$ cat src/rtl/pipelined_control_unit.sv
// rtl/pipelined_control_unit.sv - ID-stage main decoder with ID/EX control register, hazard stall and MUL sequencing
module pipelined_control_unit #(
  parameter int OPCODE_W   = 6,
  parameter int REG_W      = 5,
  parameter int ALUOP_W    = 3,
  parameter int MUL_CYCLES = 16
) (
  input  logic                clk,
  input  logic                rst_n,
  input  logic                id_valid,
  input  logic [OPCODE_W-1:0] id_opcode,
  input  logic [REG_W-1:0]    id_rs,
  input  logic [REG_W-1:0]    id_rt,
  input  logic                branch_taken,
  output logic                stall,
  output logic                ex_valid,
  output logic                ex_reg_dst,
  output logic                ex_alu_src,
  output logic                ex_mem_to_reg,
  output logic                ex_reg_write,
  output logic                ex_mem_read,
  output logic                ex_mem_write,
  output logic                ex_branch,
  output logic [ALUOP_W-1:0]  ex_alu_op,
  output logic [REG_W-1:0]    ex_rt,
  output logic                ex_mul_start,
  output logic                mul_busy
);

  localparam int CNT_W = (MUL_CYCLES > 2) ? $clog2(MUL_CYCLES) : 1;

  typedef enum logic [0:0] {
    S_IDLE     = 1'b0,
    S_MUL_BUSY = 1'b1
  } state_t;

  state_t             r_state;
  state_t             w_state_nxt;
  logic [CNT_W-1:0]   r_cnt;
  logic [CNT_W-1:0]   w_cnt_nxt;

  logic               w_dec_reg_dst;
  logic               w_dec_alu_src;
  logic               w_dec_mem_to_reg;
  logic               w_dec_reg_write;
  logic               w_dec_mem_read;
  logic               w_dec_mem_write;
  logic               w_dec_branch;
  logic [ALUOP_W-1:0] w_dec_alu_op;
  logic               w_dec_is_mul;

  logic               w_lu;
  logic               w_load;
  logic               w_hold;

  always_comb begin
    w_dec_reg_dst    = 1'b0;
    w_dec_alu_src    = 1'b1;
    w_dec_mem_to_reg = 1'b0;
    w_dec_reg_write  = 1'b1;
    w_dec_mem_read   = 1'b0;
    w_dec_mem_write  = 1'b0;
    w_dec_branch     = 1'b0;
    w_dec_alu_op     = ALUOP_W'(3'b010);
    w_dec_is_mul     = 1'b0;
    case (id_opcode)
      OPCODE_W'(6'b000000): begin
        w_dec_reg_dst = 1'b1;
        w_dec_alu_src = 1'b0;
        w_dec_alu_op  = ALUOP_W'(3'b000);
      end
      OPCODE_W'(6'b000100): begin
        w_dec_mem_to_reg = 1'b1;
        w_dec_mem_read   = 1'b1;
        w_dec_alu_op     = ALUOP_W'(3'b011);
      end
      OPCODE_W'(6'b000101): begin
        w_dec_reg_write = 1'b0;
        w_dec_mem_write = 1'b1;
        w_dec_alu_op    = ALUOP_W'(3'b011);
      end
      OPCODE_W'(6'b000110): begin
        w_dec_alu_src   = 1'b0;
        w_dec_reg_write = 1'b0;
        w_dec_branch    = 1'b1;
        w_dec_alu_op    = ALUOP_W'(3'b001);
      end
      OPCODE_W'(6'b000111): begin
        w_dec_alu_op = ALUOP_W'(3'b011);
      end
      OPCODE_W'(6'b001000): begin
        w_dec_reg_dst = 1'b1;
        w_dec_alu_src = 1'b0;
        w_dec_alu_op  = ALUOP_W'(3'b100);
        w_dec_is_mul  = 1'b1;
      end
      default: ;
    endcase
  end

  assign w_lu = ex_valid & ex_mem_read & id_valid &
                ((ex_rt == id_rs) | (ex_rt == id_rt));

  // EX holds a MUL while busy, so a taken branch cannot be resolved then.
  assign mul_busy = (r_state == S_MUL_BUSY);
  assign stall    = mul_busy | (w_lu & ~branch_taken);

  always_ff @(posedge clk or negedge rst_n) begin
    if (!rst_n) begin
      r_state <= S_IDLE;
      r_cnt   <= '0;
    end else begin
      r_state <= w_state_nxt;
      r_cnt   <= w_cnt_nxt;
    end
  end

  always_comb begin
    w_state_nxt = r_state;
    w_cnt_nxt   = r_cnt;
    w_load      = 1'b0;
    w_hold      = 1'b0;
    case (r_state)
      S_IDLE: begin
        if (!branch_taken && !w_lu && id_valid) begin
          w_load = 1'b1;
        end
      end
      S_MUL_BUSY: begin
        if (r_cnt == '0) begin
          w_state_nxt = S_IDLE;
          w_load      = id_valid;
        end else begin
          w_hold    = 1'b1;
          w_cnt_nxt = r_cnt - 1'b1;
        end
      end
      default: w_state_nxt = S_IDLE;
    endcase
    if (w_load && w_dec_is_mul) begin
      w_state_nxt = S_MUL_BUSY;
      w_cnt_nxt   = CNT_W'(MUL_CYCLES - 1);
    end
  end

  always_ff @(posedge clk or negedge rst_n) begin
    if (!rst_n) begin
      ex_valid      <= 1'b0;
      ex_reg_dst    <= 1'b0;
      ex_alu_src    <= 1'b0;
      ex_mem_to_reg <= 1'b0;
      ex_reg_write  <= 1'b0;
      ex_mem_read   <= 1'b0;
      ex_mem_write  <= 1'b0;
      ex_branch     <= 1'b0;
      ex_alu_op     <= '0;
      ex_rt         <= '0;
      ex_mul_start  <= 1'b0;
    end else if (w_hold) begin
      ex_mul_start  <= 1'b0;
    end else if (w_load) begin
      ex_valid      <= 1'b1;
      ex_reg_dst    <= w_dec_reg_dst;
      ex_alu_src    <= w_dec_alu_src;
      ex_mem_to_reg <= w_dec_mem_to_reg;
      ex_reg_write  <= w_dec_reg_write;
      ex_mem_read   <= w_dec_mem_read;
      ex_mem_write  <= w_dec_mem_write;
      ex_branch     <= w_dec_branch;
      ex_alu_op     <= w_dec_alu_op;
      ex_rt         <= id_rt;
      ex_mul_start  <= w_dec_is_mul;
    end else begin
      ex_valid      <= 1'b0;
      ex_reg_dst    <= 1'b0;
      ex_alu_src    <= 1'b0;
      ex_mem_to_reg <= 1'b0;
      ex_reg_write  <= 1'b0;
      ex_mem_read   <= 1'b0;
      ex_mem_write  <= 1'b0;
      ex_branch     <= 1'b0;
      ex_alu_op     <= '0;
      ex_rt         <= '0;
      ex_mul_start  <= 1'b0;
    end
  end

endmodule

$ cat config.mk
export PLATFORM = sky130hd
export DESIGN_NAME = pipelined_control_unit
export DESIGN_NICKNAME = d
export VERILOG_FILES = /design/src/rtl/pipelined_control_unit.sv
export SDC_FILE = /design/constraint.sdc
export NUM_CORES = 1
export LEC_CHECK = 0
export CORE_ASPECT_RATIO = 0.8
export CORE_UTILIZATION = 40
export DETAILED_ROUTE_END_ITERATION = 16
export DONT_BUFFER_PORTS = 1
export PLACE_DENSITY = 0.59
export SETUP_SLACK_MARGIN = 0.15
export SYNTH_ARGS = -nofsm -noshare
export SYNTH_HDL_FRONTEND = slang
export SYNTH_SLANG_ARGS = --single-unit
$ cat constraint.sdc
create_clock -name clk -period 5.3 [get_ports clk]
set_input_delay 0.795 -clock clk [delete_from_list [all_inputs] [get_ports clk]]
set_output_delay 0.795 -clock clk [all_outputs]
set_load 0.03 [all_outputs]
---- Word level (Yosys, flattened, before mapping) ----
Index checks and enable logic that the tools add are counted.
storage, ports and cells
  input bits .............................. 20
  logic and storage cells ................. 70
  register bits after elaboration ......... 21
operators by class
  eq/ne operators ......................... 8
  multiplexer cells ....................... 28
  reductions and logical operators ........ 13
  bitwise logic cells ..................... 8
  add/sub/neg operators ................... 1
operators with widths
  kind                   count
  $eq A6 B3 Y1 const B   4
  $mux W1                21
  $mux W4                3
  $pmux W3 S4            1
  $eq A5 B5 Y1           2
  $eq A6 B4 Y1 const B   1
  $logic_not A6 Y1       1
  $reduce_or A3 Y1       2
  $mux W5                1
  $and A1 B1 Y1          4
  $logic_not A4 Y1       1
  $reduce_or A2 Y1       2
  $sub A4 B1 Y4 const B  1
  $logic_and A1 B1 Y1    3
  $mux W3                1
  $logic_not A1 Y1       2
  $ne A2 B1 Y1 const B   1
  $not A1 Y1             2
  $or A1 B1 Y1           2
  $pmux W1 S2            1
  $reduce_and A2 Y1      1
  $reduce_bool A2 Y1     1

---- Logic depth before layout (Yosys ltp) ----
Gate-level depths: netlist of the first run.
  depth after elaboration ................. 11
  depth in mapped cells ................... 8
  depth with buffers taken out ............ 7

---- Worst setup path after synthesis of the first run ----
No wires, ideal clock.
  path kind ............................... in2out
  start ................................... in id_rs[2]
  end ..................................... out stall
  setup slack ............................. 2.593 ns
  required time ........................... 4.505 ns
  cell stages on the path ................. 4
  data arrival time ....................... 1.912 ns
  path through ............................ xor2_1 > nor4_2 > a22oi_1 > o21bai_1
on the way
  cells in the longest elaborated chain, start to end .. 5
ends and longest elaborated chain
  element          RTL line  RTL
  start, declared  12        input logic [REG_W-1:0] id_rs,
  $eq A5 B5 Y1     102       ((ex_rt == id_rs) | (ex_rt == id_rt));
  $or A1 B1 Y1     102
  $and A1 B1 Y1    101       assign w_lu = ex_valid & ex_mem_read & id_valid &
  $and A1 B1 Y1    106       assign stall = mul_busy | (w_lu & ~branch_taken);
  $or A1 B1 Y1     106
  end, declared    15        output logic stall,
Every way passes these cells.

---- Final worst setup path of the first run ----
  start ................................... reg ex_mem_read
  end ..................................... out stall
on the way
  cells in the longest elaborated chain, start to end .. 5
ends and longest elaborated chain
  element                      RTL line  RTL
  start, declared              21        output logic ex_mem_read,
  start signal, assigned       167       ex_mem_read <= w_dec_mem_read;
  $and A1 B1 Y1 (3 in series)  101
  $and A1 B1 Y1                106
  $or A1 B1 Y1                 106
Every way passes these cells.

==> flow_summary.yaml, run 1 <==
global_route:
  number_of_antenna_violations_at_the_first_check_in_global_routing: 0
  global_route_wire_length_before_repair_um: 4202
  first_global_vias: 858
  grt_busiest_layer: "met2"
  grt_use_met3: 0.05324
  globalRouteMet1Util: 0.2161
  grt_use_met2: 0.2930
  globalRoute.totalOverflow: 0
  grt_total_usage: 0.1798
  pin_count_of_the_biggest_net_entering_global_routing: 28
worst_hold_path:
  worst_hold_path_type: "input port to asynchronous set/reset pin"
drt:
  drt.antenna.violating_nets: 0
  viasPerCell: 5.344
  wl_um: 2397
  post_drt_wl_per_cell_um: 15.87
  drt_pass1_iterations: 4
  vias: 807
  drc_violations: 0
  drt_iter0_drc: 18
synth:
  syn-cell-area_um2: 1157
  post-synth-top-area-cell: "sky130_fd_sc_hd__dfrtp_1"
  synth_sequential_area_ratio: 0.4541
  ys_seq_elements: 21
  synth_largest_type_area_fraction: 0.4541
  synth-edff-count: 0
  synth.yosys.warnings: 0
  syn-num-nets: 136
  post_synth_inst_count: 114
  yosys.cell_count.top_type: "sky130_fd_sc_hd__nand2_1"
  asyncSetResetFlopFracSynth: 1.000
  post_synth.cell_area_avg_um2: 10.15
  postSynth.topFlopCell: "sky130_fd_sc_hd__dfrtp_1"
  synth_common_cells: "sky130_fd_sc_hd__nand2_1, sky130_fd_sc_hd__dfrtp_1, sky130_fd_sc_hd__o21ai_2, sky130_fd_sc_hd__xor2_1, sky130_fd_sc_hd__nor2_1"
  synth_cell_type_count: 31
  synthTopCellsByArea: "sky130_fd_sc_hd__dfrtp_1, sky130_fd_sc_hd__o21ai_2, sky130_fd_sc_hd__xor2_1"
clocking:
  cts-hold-fix-buffers: 0
  cts_repair_resize_count: 0
  clk_pin_slew_worst_paths_ns: 0.12
  cts_sinks: 21
  tritoncts.num_buffers: 3
  htree_levels: 1
  clkLatencyLatePin_ns: 0.31
  tritoncts: "done"
  clock_tree.root_cell: "sky130_fd_sc_hd__clkbuf_4"
  post-cts-setup-buffer-count: 0
  cts_max_path_buffers: 2
critical_path:
  critical-path-slowest-cell: "sky130_fd_sc_hd__dfrtp_1"
  critPathMaxStageDelay_ns: 0.73
  timing.critical_path.fanout_max: 4
  setup.worst_path.start_class: "register"
  reg2reg_slack_ns: 3.02
  crit_path_end_kind: "output pin"
  crit_arrival_ns: 2.33
  critical_path_required_ns: 4.51
  worstReg2RegStart: "ex_mem_read"
  crit_path_cell_trace: "nand3_1, nor4_2, a22oi_1, o21bai_1"
  r2r_end: "ex_alu_op[0]"
  timing.setup.critical_path_class: "register to output pin"
  ff2ff_path_depth: 5
sta:
  fmax_ghz: 0.3196
  setup-violations-final: 0
  setup_slack_ns: 2.171
  final.setup.tns_ns: 0
  unrepaired_setup_endpoints_after_global_routing: "no"
  timing.final.crit_share: 0.5904
  final-max-slew-violation-count: 0
  fin_worst_skew_ns: 0.01036
  worst_margin_slew_ns: 1.021
  max-slew-margin-rel: 0.3194
  finalHoldViolCount: 0
  final.min_clock_period_ns: 3.129
floorplan:
  start_util: 0.4218
  die_w_um: 62.14
  full_die_area_um2: 3114
  core-area_um2: 2744
  io_pins: 39
  die_height_um: 50.11
  number_of_rows_in_the_core_area: 17
pwr:
  power.density_nw_per_um2: 252.0
  irDropWorstVdd_mv: 0.1045
  report.power.total_uw: 302.1
  power_leakage_uw: 0.0005410
placed_design:
  gpl.final_weighted_congestion: 0.7884
  pre_cts_slack_ns: 2.514
  placement.io_buffers: 0
  dp_hpwl_um: 1745
  placed_cells: 147
status:
  status: "finished clean"
flow_run:
  max_cap_viol_count: 0
finish:
  final_layout_size_suffix_gt1_frac: 0.2124
  final-instance-count-excl-fill: 151
  register_area_um2: 525.5
  design.final.nets: 136
  layout-area-overhead-vs-synth_pct: 3.568
  antenna-diode-count: 0
  final.fill_count: 269
  multiInputGateArea_um2: 579.3
-- critical path, delay by kind of cell, from the launching register on --
kind | cells | cell delay (ns)
AOI/OAI and AO/OA | 2 | 0.66
DFF | 1 | 0.73
and+or+nand+nor | 2 | 0.63
-- through the flow --
step	area (um^2)	utilization	hold slack (ns)
after floorplan	1157	-	0.4994
after global placement	1171	0.4268	0.5000
after detailed placement	1171	0.4268	0.5000
after CTS	1199	0.4368	0.1403
after global routing	1199	0.4368	0.1249
final	1199	0.4368	0.1550
-- cells in the final DEF, fill, tap and decap left out --
master,Yosys,final
sky130_fd_sc_hd__o31ai_2,1,1
sky130_fd_sc_hd__clkbuf_4,0,3
sky130_fd_sc_hd__nand4_1,1,1
sky130_fd_sc_hd__nor2_1,8,8
sky130_fd_sc_hd__nand3b_1,1,1
sky130_fd_sc_hd__a22oi_1,2,2
sky130_fd_sc_hd__clkinv_2,0,1
sky130_fd_sc_hd__o21ai_1,1,1
sky130_fd_sc_hd__xnor2_1,2,2
sky130_fd_sc_hd__o31a_1,1,1
sky130_fd_sc_hd__buf_4,2,1
sky130_fd_sc_hd__dfrtp_1,21,21
sky130_fd_sc_hd__o21ai_4,1,1
sky130_fd_sc_hd__or3b_1,1,1
sky130_fd_sc_hd__o21ai_0,3,3
sky130_fd_sc_hd__nand3_1,2,2
sky130_fd_sc_hd__o21bai_2,1,1
sky130_fd_sc_hd__nand2_1,22,22
sky130_fd_sc_hd__o21bai_1,1,1
sky130_fd_sc_hd__a21oi_1,2,2
sky130_fd_sc_hd__nor4_2,2,2
sky130_fd_sc_hd__or4b_4,2,2
sky130_fd_sc_hd__nor3_1,2,2
sky130_fd_sc_hd__o21ai_2,10,10
sky130_fd_sc_hd__inv_1,3,3
sky130_fd_sc_hd__ha_1,2,2
sky130_fd_sc_hd__xor2_1,10,10
sky130_fd_sc_hd__a31o_2,1,1
sky130_fd_sc_hd__o31ai_1,3,3
sky130_fd_sc_hd__a221oi_2,1,1
sky130_fd_sc_hd__nor4_1,1,1
-- flip-flops by register name (all words and copies together) (netlist names) --
signal,flops
ex_alu_op,3
ex_alu_src,1
ex_branch,1
ex_mem_read,1
ex_mem_write,1
ex_mul_start,1
ex_reg_dst,1
ex_reg_write,1
ex_rt,5
ex_valid,1
mul_busy,1
r_cnt,4
-- cell families (layout without fill, tap and decap cells) --
kind of cell / Yosys count / count (layout) / synth area share
and+or+nand+nor: 42 / 42 / 0.1849
buffers and inverters: 9 / 8 / 0.04540
xor gates and xnor gates: 12 / 12 / 0.09081
adders and majority gates: 2 / 2 / 0.02162
DFF: 21 / 21 / 0.4541
AOI/OAI and AO/OA: 28 / 28 / 0.2032
-- how the worst max path moves through the flow --
stage | startpoint | endpoint | slack (ns) | cells after the start
after floorplan | id_rs[2] | stall | 2.59 | 4
after global placement | id_rs[2] | stall | 2.55 | 4
after detailed placement | id_rs[2] | stall | 2.51 | 4
after CTS | ex_mem_read | stall | 2.17 | 4
after global routing | ex_mem_read | stall | 2.01 | 4
final | ex_mem_read | stall | 2.17 | 4
-- power breakdown --
part,internal [uW],total (uW),switching [uW],leakage (uW)
Clock,28.2,78.8,50.6,0.0000177
Combinational,16.0,36.3,20.3,0.000240
Sequential,169,187,17.5,0.000284
Total,214,302,88.4,0.000541
-- final cells by class --
cell class / instances / share of cell area
inverters: 3 / 0.009395
clock inverters: 1 / 0.004175
repair buffers: 1 / 0.006263
flip-flops and latches: 21 / 0.4384
multi-input cells: 84 / 0.4833
well taps: 38 / 0.03967
clock buffers: 3 / 0.01879
-- metal layers --
metal / vias to the layer above / wire, um
met2: 33 / 1092
met4: 0 / 50
li1: 392 / -
met3: 4 / 168
met1: 378 / 1086
met5: - / 0
(Power assumes the default switching activity.)
==> run 2: changes to the inputs <==
Clock period 5.3 ns to 3 ns, I/O delays scaled along.
==> flow_summary.yaml, run 2 (synthesized netlist as in run 1, its figures left out) <==
floorplan:
  io_pins: 39
  number_of_rows_in_the_core_area: 17
  start_util: 0.4218
  core-area_um2: 2744
  die_height_um: 50.11
  die_w_um: 62.14
  full_die_area_um2: 3114
global_route:
  number_of_antenna_violations_at_the_first_check_in_global_routing: 0
  first_global_vias: 859
  globalRoute.totalOverflow: 0
  global_route_wire_length_before_repair_um: 3912
  pin_count_of_the_biggest_net_entering_global_routing: 28
  grt_total_usage: 0.1649
drt:
  drt_pass1_iterations: 4
  wl_um: 2257
  vias: 820
  drc_violations: 0
  drt.antenna.violating_nets: 0
  viasPerCell: 5.325
  drt_iter0_drc: 24
  post_drt_wl_per_cell_um: 14.66
finish:
  design.final.nets: 139
  layout-area-overhead-vs-synth_pct: 5.621
  final_cell_mix: "sky130_fd_sc_hd__nand2_1, sky130_fd_sc_hd__dfrtp_1, sky130_fd_sc_hd__xor2_1, sky130_fd_sc_hd__o21ai_2, sky130_fd_sc_hd__nor2_1"
  final_layout_size_suffix_gt1_frac: 0.2155
  largest_register: "ex_rt"
  final_design_area_no_fill_um2: 1222
  largest_register_ff_count: 5
  largest_registers: "ex_rt (5), r_cnt (4), ex_alu_op (3)"
  antenna-diode-count: 0
  layout.cells.most_common: "sky130_fd_sc_hd__nand2_1"
  finalCoreUtilization: 0.4455
  final.fill_count: 265
critical_path:
  timing.critical_path.buf_inv: 1
  cp_top_family: "flip-flops"
  crit_path_end_kind: "output pin"
  critical_path_required_ns: 2.55
  setup.worst_path.start_class: "register"
  timing.setup.critical_path_class: "register to output pin"
  timing.critical_path.fanout_max: 4
  crit_path_cell_trace: "xor2_1, nor4_2, a22oi_1, o21bai_1, buf_4"
  critPathMaxStageDelay_ns: 0.55
  critical-path-slowest-cell: "sky130_fd_sc_hd__dfrtp_1"
  crit_arrival_ns: 1.91
sta:
  final.setup.tns_ns: 0
  finalHoldViolCount: 0
  unrepaired_setup_endpoints_after_global_routing: "no"
  final.min_clock_period_ns: 2.358
  max-slew-margin-rel: 0.3346
  fmax_ghz: 0.4240
  worst_margin_slew_ns: 0.9980
  timing.final.crit_share: 0.7861
  fin_worst_skew_ns: 0.008625
  setup-violations-final: 0
  final-max-slew-violation-count: 0
pwr:
  power.density_nw_per_um2: 434.6
  pwr-share-clk: 0.252
  net_switching_fraction_of_the_power: 0.2846
  irDropWorstVdd_mv: 0.1774
  p_sw_uw: 151.2
  pwr-share-comb: 0.129
  sequentialPowerShare: 0.619
  power_leakage_uw: 0.0005534
  internal_power_uw: 380.0
placed_design:
  placedInstanceArea_um2: 1186
  gpl.final_weighted_congestion: 0.6942
  dp_hpwl_um: 1671
  placement.io_buffers: 0
clocking:
  post-cts-setup-buffer-count: 0
  htree_levels: 1
  clkLatencyLatePin_ns: 0.30
  tritoncts: "done"
  cts_sinks: 21
  clk_pin_slew_worst_paths_ns: 0.12
  tritoncts.num_buffers: 3
  clock_tree.root_cell: "sky130_fd_sc_hd__clkbuf_4"
  cts_max_path_buffers: 2
flow_run:
  max_cap_viol_count: 0
worst_hold_path:
  worst_hold_path_type: "input port to register"
status:
  status: "finished clean"
[run 2: cell types whose count changed in the layout (fill, tap and decap cells not counted), sizes merged]
| cell | delta |
|---|---|
| buf | +2 |
| clkbuf | +1 |
| dlygate4sd3 | +1 |
| clkinv | -1 |
[run 2: worst paths after layout]
kind | from | to | slack [ns] | cells past startpoint
hold / removal | id_rt[0] | ex_rt[0] | 0.26 | 2
min in group asynchronous | rst_n | r_cnt[0] | 0.73 | 1
hold reg to reg | r_cnt[3] | r_cnt[3] | 0.56 | 2
setup reg to reg | r_cnt[0] | ex_mem_write | 0.92 | 6
max in group asynchronous | rst_n | ex_valid | 1.68 | 1
setup / recovery | ex_rt[2] | stall | 0.64 | 5
[run 2: timing repair]
action	in CTS	in global routing
hold buffers	1	0
resized for setup	0	0
hold endpoints to repair	21	0
[run 2: routing by layer]
metal  vias up  track usage  wire [um]  share of wire
met1       383       0.1867       1001           0.44
met2        31       0.2692        986           0.44
met4         0      0.08140         44          0.019
met3         4      0.06944        224          0.099
met5         -            0          0              0
li1        402            -          -              -
[run 2: worst register-to-register path: stages, from the launching register on]
cell                      delay [ns]
sky130_fd_sc_hd__dfrtp_1        0.41
sky130_fd_sc_hd__inv_1          0.11
sky130_fd_sc_hd__ha_1           0.15
sky130_fd_sc_hd__inv_1          0.04
sky130_fd_sc_hd__o31a_1         0.55
sky130_fd_sc_hd__or4b_4         0.64
sky130_fd_sc_hd__o21ai_2        0.11
[run 2: cell type report]
class / instances / area, um^2 / share of cell area
timing repair buffer: 4 / 32.53 / 0.02661
inverter: 3 / 11.26 / 0.009212
multi-input combinational: 84 / 579.3 / 0.4739
sequential: 21 / 525.5 / 0.4299
clock buffer: 4 / 26.28 / 0.02149
tap: 38 / 47.55 / 0.03889
[run 2: through the flow]
stage | setup WS, ns | total power, uW | instances | hold slack, ns
floorplan | 0.8811 | 387.6 | 114 | 0.1544
global placement | 0.9703 | 395.6 | 149 | 0.1549
detailed placement | 0.9140 | 397.7 | 149 | 0.1550
CTS | 0.6041 | 541.7 | 154 | 0.2561
global route | 0.5088 | 567.7 | 154 | 0.2470
finish | 0.6416 | 531.2 | 154 | 0.2649
[run 2: power by group through the flow]
stage          logic [uW]  registers [uW]  clock network, uW
2_1_floorplan        56.3             331                  0
5_1_grt              79.8             332                156
6_report             68.5             329                134
4_1_cts              70.1             329                143
3_3_place_gp         61.2             334                  0
3_5_place_dp         62.8             335                  0
==> run 3: changes to the inputs <==
Clock period 3 ns to 2.2 ns, I/O delays scaled along.
==> flow_summary.yaml, run 3 (synthesized netlist as in run 1, its figures left out) <==
floorplan:
  core-area_um2: 2744
  die_w_um: 62.14
  number_of_rows_in_the_core_area: 17
  full_die_area_um2: 3114
  start_util: 0.4218
  io_pins: 39
  die_height_um: 50.11
finish:
  largest_registers: "ex_rt (5), r_cnt (4), ex_alu_op (3)"
  antenna-diode-count: 0
  layout.cells.most_common: "sky130_fd_sc_hd__nand2_1"
  final_layout_size_suffix_gt1_frac: 0.2742
  layout-area-overhead-vs-synth_pct: 10.92
  largest_register: "ex_rt"
  final_cell_mix: "sky130_fd_sc_hd__nand2_1, sky130_fd_sc_hd__dfrtp_1, sky130_fd_sc_hd__buf_4"
  finalCoreUtilization: 0.4679
  design.final.nets: 147
  largest_register_ff_count: 5
sta:
  worst_margin_slew_ns: 0.9338
  final.setup.tns_ns: 0
  unrepaired_setup_endpoints_after_global_routing: "yes"
  finalHoldViolCount: 0
  final.min_clock_period_ns: 2.026
  timing.final.crit_share: 0.9210
  fin_worst_skew_ns: 0.001249
  fmax_ghz: 0.4935
  final-max-slew-violation-count: 0
  setup-violations-final: 0
  setup_slack_ns: 0.1737
  final.hold.worst_slack_ns: 0.1428
  max-slew-margin-rel: 0.3754
critical_path:
  ff2ff_path_depth: 6
  crit_start: "ex_rt[4]"
  crit_arrival_ns: 1.70
  timing.setup.critical_path_class: "register to output pin"
  reg2reg_slack_ns: 0.31
  timing.critical_path.fanout_max: 4
  crit_path_end_kind: "output pin"
  r2r_end: "ex_alu_op[0]"
  setup.worst_path.start_class: "register"
  worst_setup_path_endpoint: "stall"
  worstReg2RegStart: "ex_rt[1]"
  critical_path_required_ns: 1.87
drt:
  viasPerCell: 5.222
  drt_iter0_drc: 25
  wl_um: 2351
  drc_violations: 0
  drt_pass1_iterations: 6
  vias: 846
  drt.antenna.violating_nets: 0
  post_drt_wl_per_cell_um: 14.51
global_route:
  globalRoute.totalOverflow: 0
  grt_total_usage: 0.1657
  number_of_antenna_violations_at_the_first_check_in_global_routing: 0
  global_route_wire_length_before_repair_um: 3912
  pin_count_of_the_biggest_net_entering_global_routing: 27
  first_global_vias: 833
placed_design:
  gpl.final_weighted_congestion: 0.7271
  pre_cts_slack_ns: 0.2972
  placement.io_buffers: 0
  dp_hpwl_um: 1770
flow_run:
  max_cap_viol_count: 0
worst_hold_path:
  worst_hold_path_type: "input port to register"
  hold_path_depth: 2
clocking:
  cts_sinks: 21
  tritoncts: "done"
  cts_max_path_buffers: 2
  tritoncts.num_buffers: 3
  clock_tree.root_cell: "sky130_fd_sc_hd__clkbuf_4"
  htree_levels: 1
  clk_pin_slew_worst_paths_ns: 0.12
  clkLatencyLatePin_ns: 0.31
status:
  status: "finished clean"
pwr:
  power_leakage_uw: 0.0005945
  irDropWorstVdd_mv: 0.2554
  power.density_nw_per_um2: 578.3
  report.power.total_uw: 742.4
run 3: cell types whose count changed in the layout (fill, tap and decap cells not counted), sizes merged:
cell,previous run,this run
buf,3,11
run 3: layer usage:
layer / share of wire / routed length [um] / global-route usage / vias to the layer above
met5: 0 / 0 / 0 / -
li1: - / - / - / 413
met2: 0.44 / 1046 / 0.2546 / 29
met4: 0.017 / 39 / 0.1047 / 0
met1: 0.44 / 1044 / 0.1948 / 400
met3: 0.094 / 221 / 0.06481 / 4
run 3: layout make-up:
type | instances | area [um^2]
Tap cell | 38 | 47.55
Clock buffer | 4 | 26.28
Timing Repair Buffer | 12 | 92.59
Inverter | 3 | 11.26
Sequential cell | 21 | 526.8
Multi-Input combinational cell | 84 | 579.3
Fill cell | 256 | 1460
run 3: metrics by stage:
step / cell area, um^2 / std cells
2_1_floorplan: 1157 / 114
5_1_grt: 1284 / 162
3_3_place_gp: 1239 / 156
3_5_place_dp: 1239 / 156
6_report: 1284 / 162
4_1_cts: 1284 / 162
run 3: repair_timing:
| action | in CTS | in global routing |
|---|---|---|
| hold endpoints to repair | 21 | 0 |
| setup endpoints to repair | 1 | 1 |
| gates resized for setup | 1 | 0 |
| hold buffers | 1 | 0 |
| pin swaps | 1 | 1 |
| buffers inserted | 1 | 0 |
run 3: worst min path at each step:
stage	from	endpoint
final	id_rt[1]	ex_rt[1]
after detailed placement	rst_n	r_cnt[2]
after global placement	rst_n	r_cnt[2]
after global routing	id_rt[4]	ex_rt[4]
after floorplan	rst_n	ex_alu_op[0]
after CTS	id_rt[2]	ex_rt[2]
run 3: critical path: stages (launching register included):
cell                       delay, ns
sky130_fd_sc_hd__dfrtp_1        0.45
sky130_fd_sc_hd__xor2_1         0.19
sky130_fd_sc_hd__nor4_2         0.33
sky130_fd_sc_hd__a22oi_1        0.11
sky130_fd_sc_hd__o21bai_1       0.13
sky130_fd_sc_hd__buf_4          0.17
run 3: report_power, final:
| part | internal [uW] | total (uW) | switching, uW |
|---|---|---|---|
| Sequential | 408 | 440 | 31.8 |
| Clock | 70.8 | 191 | 120 |
| Combinational | 45.6 | 111 | 65.8 |
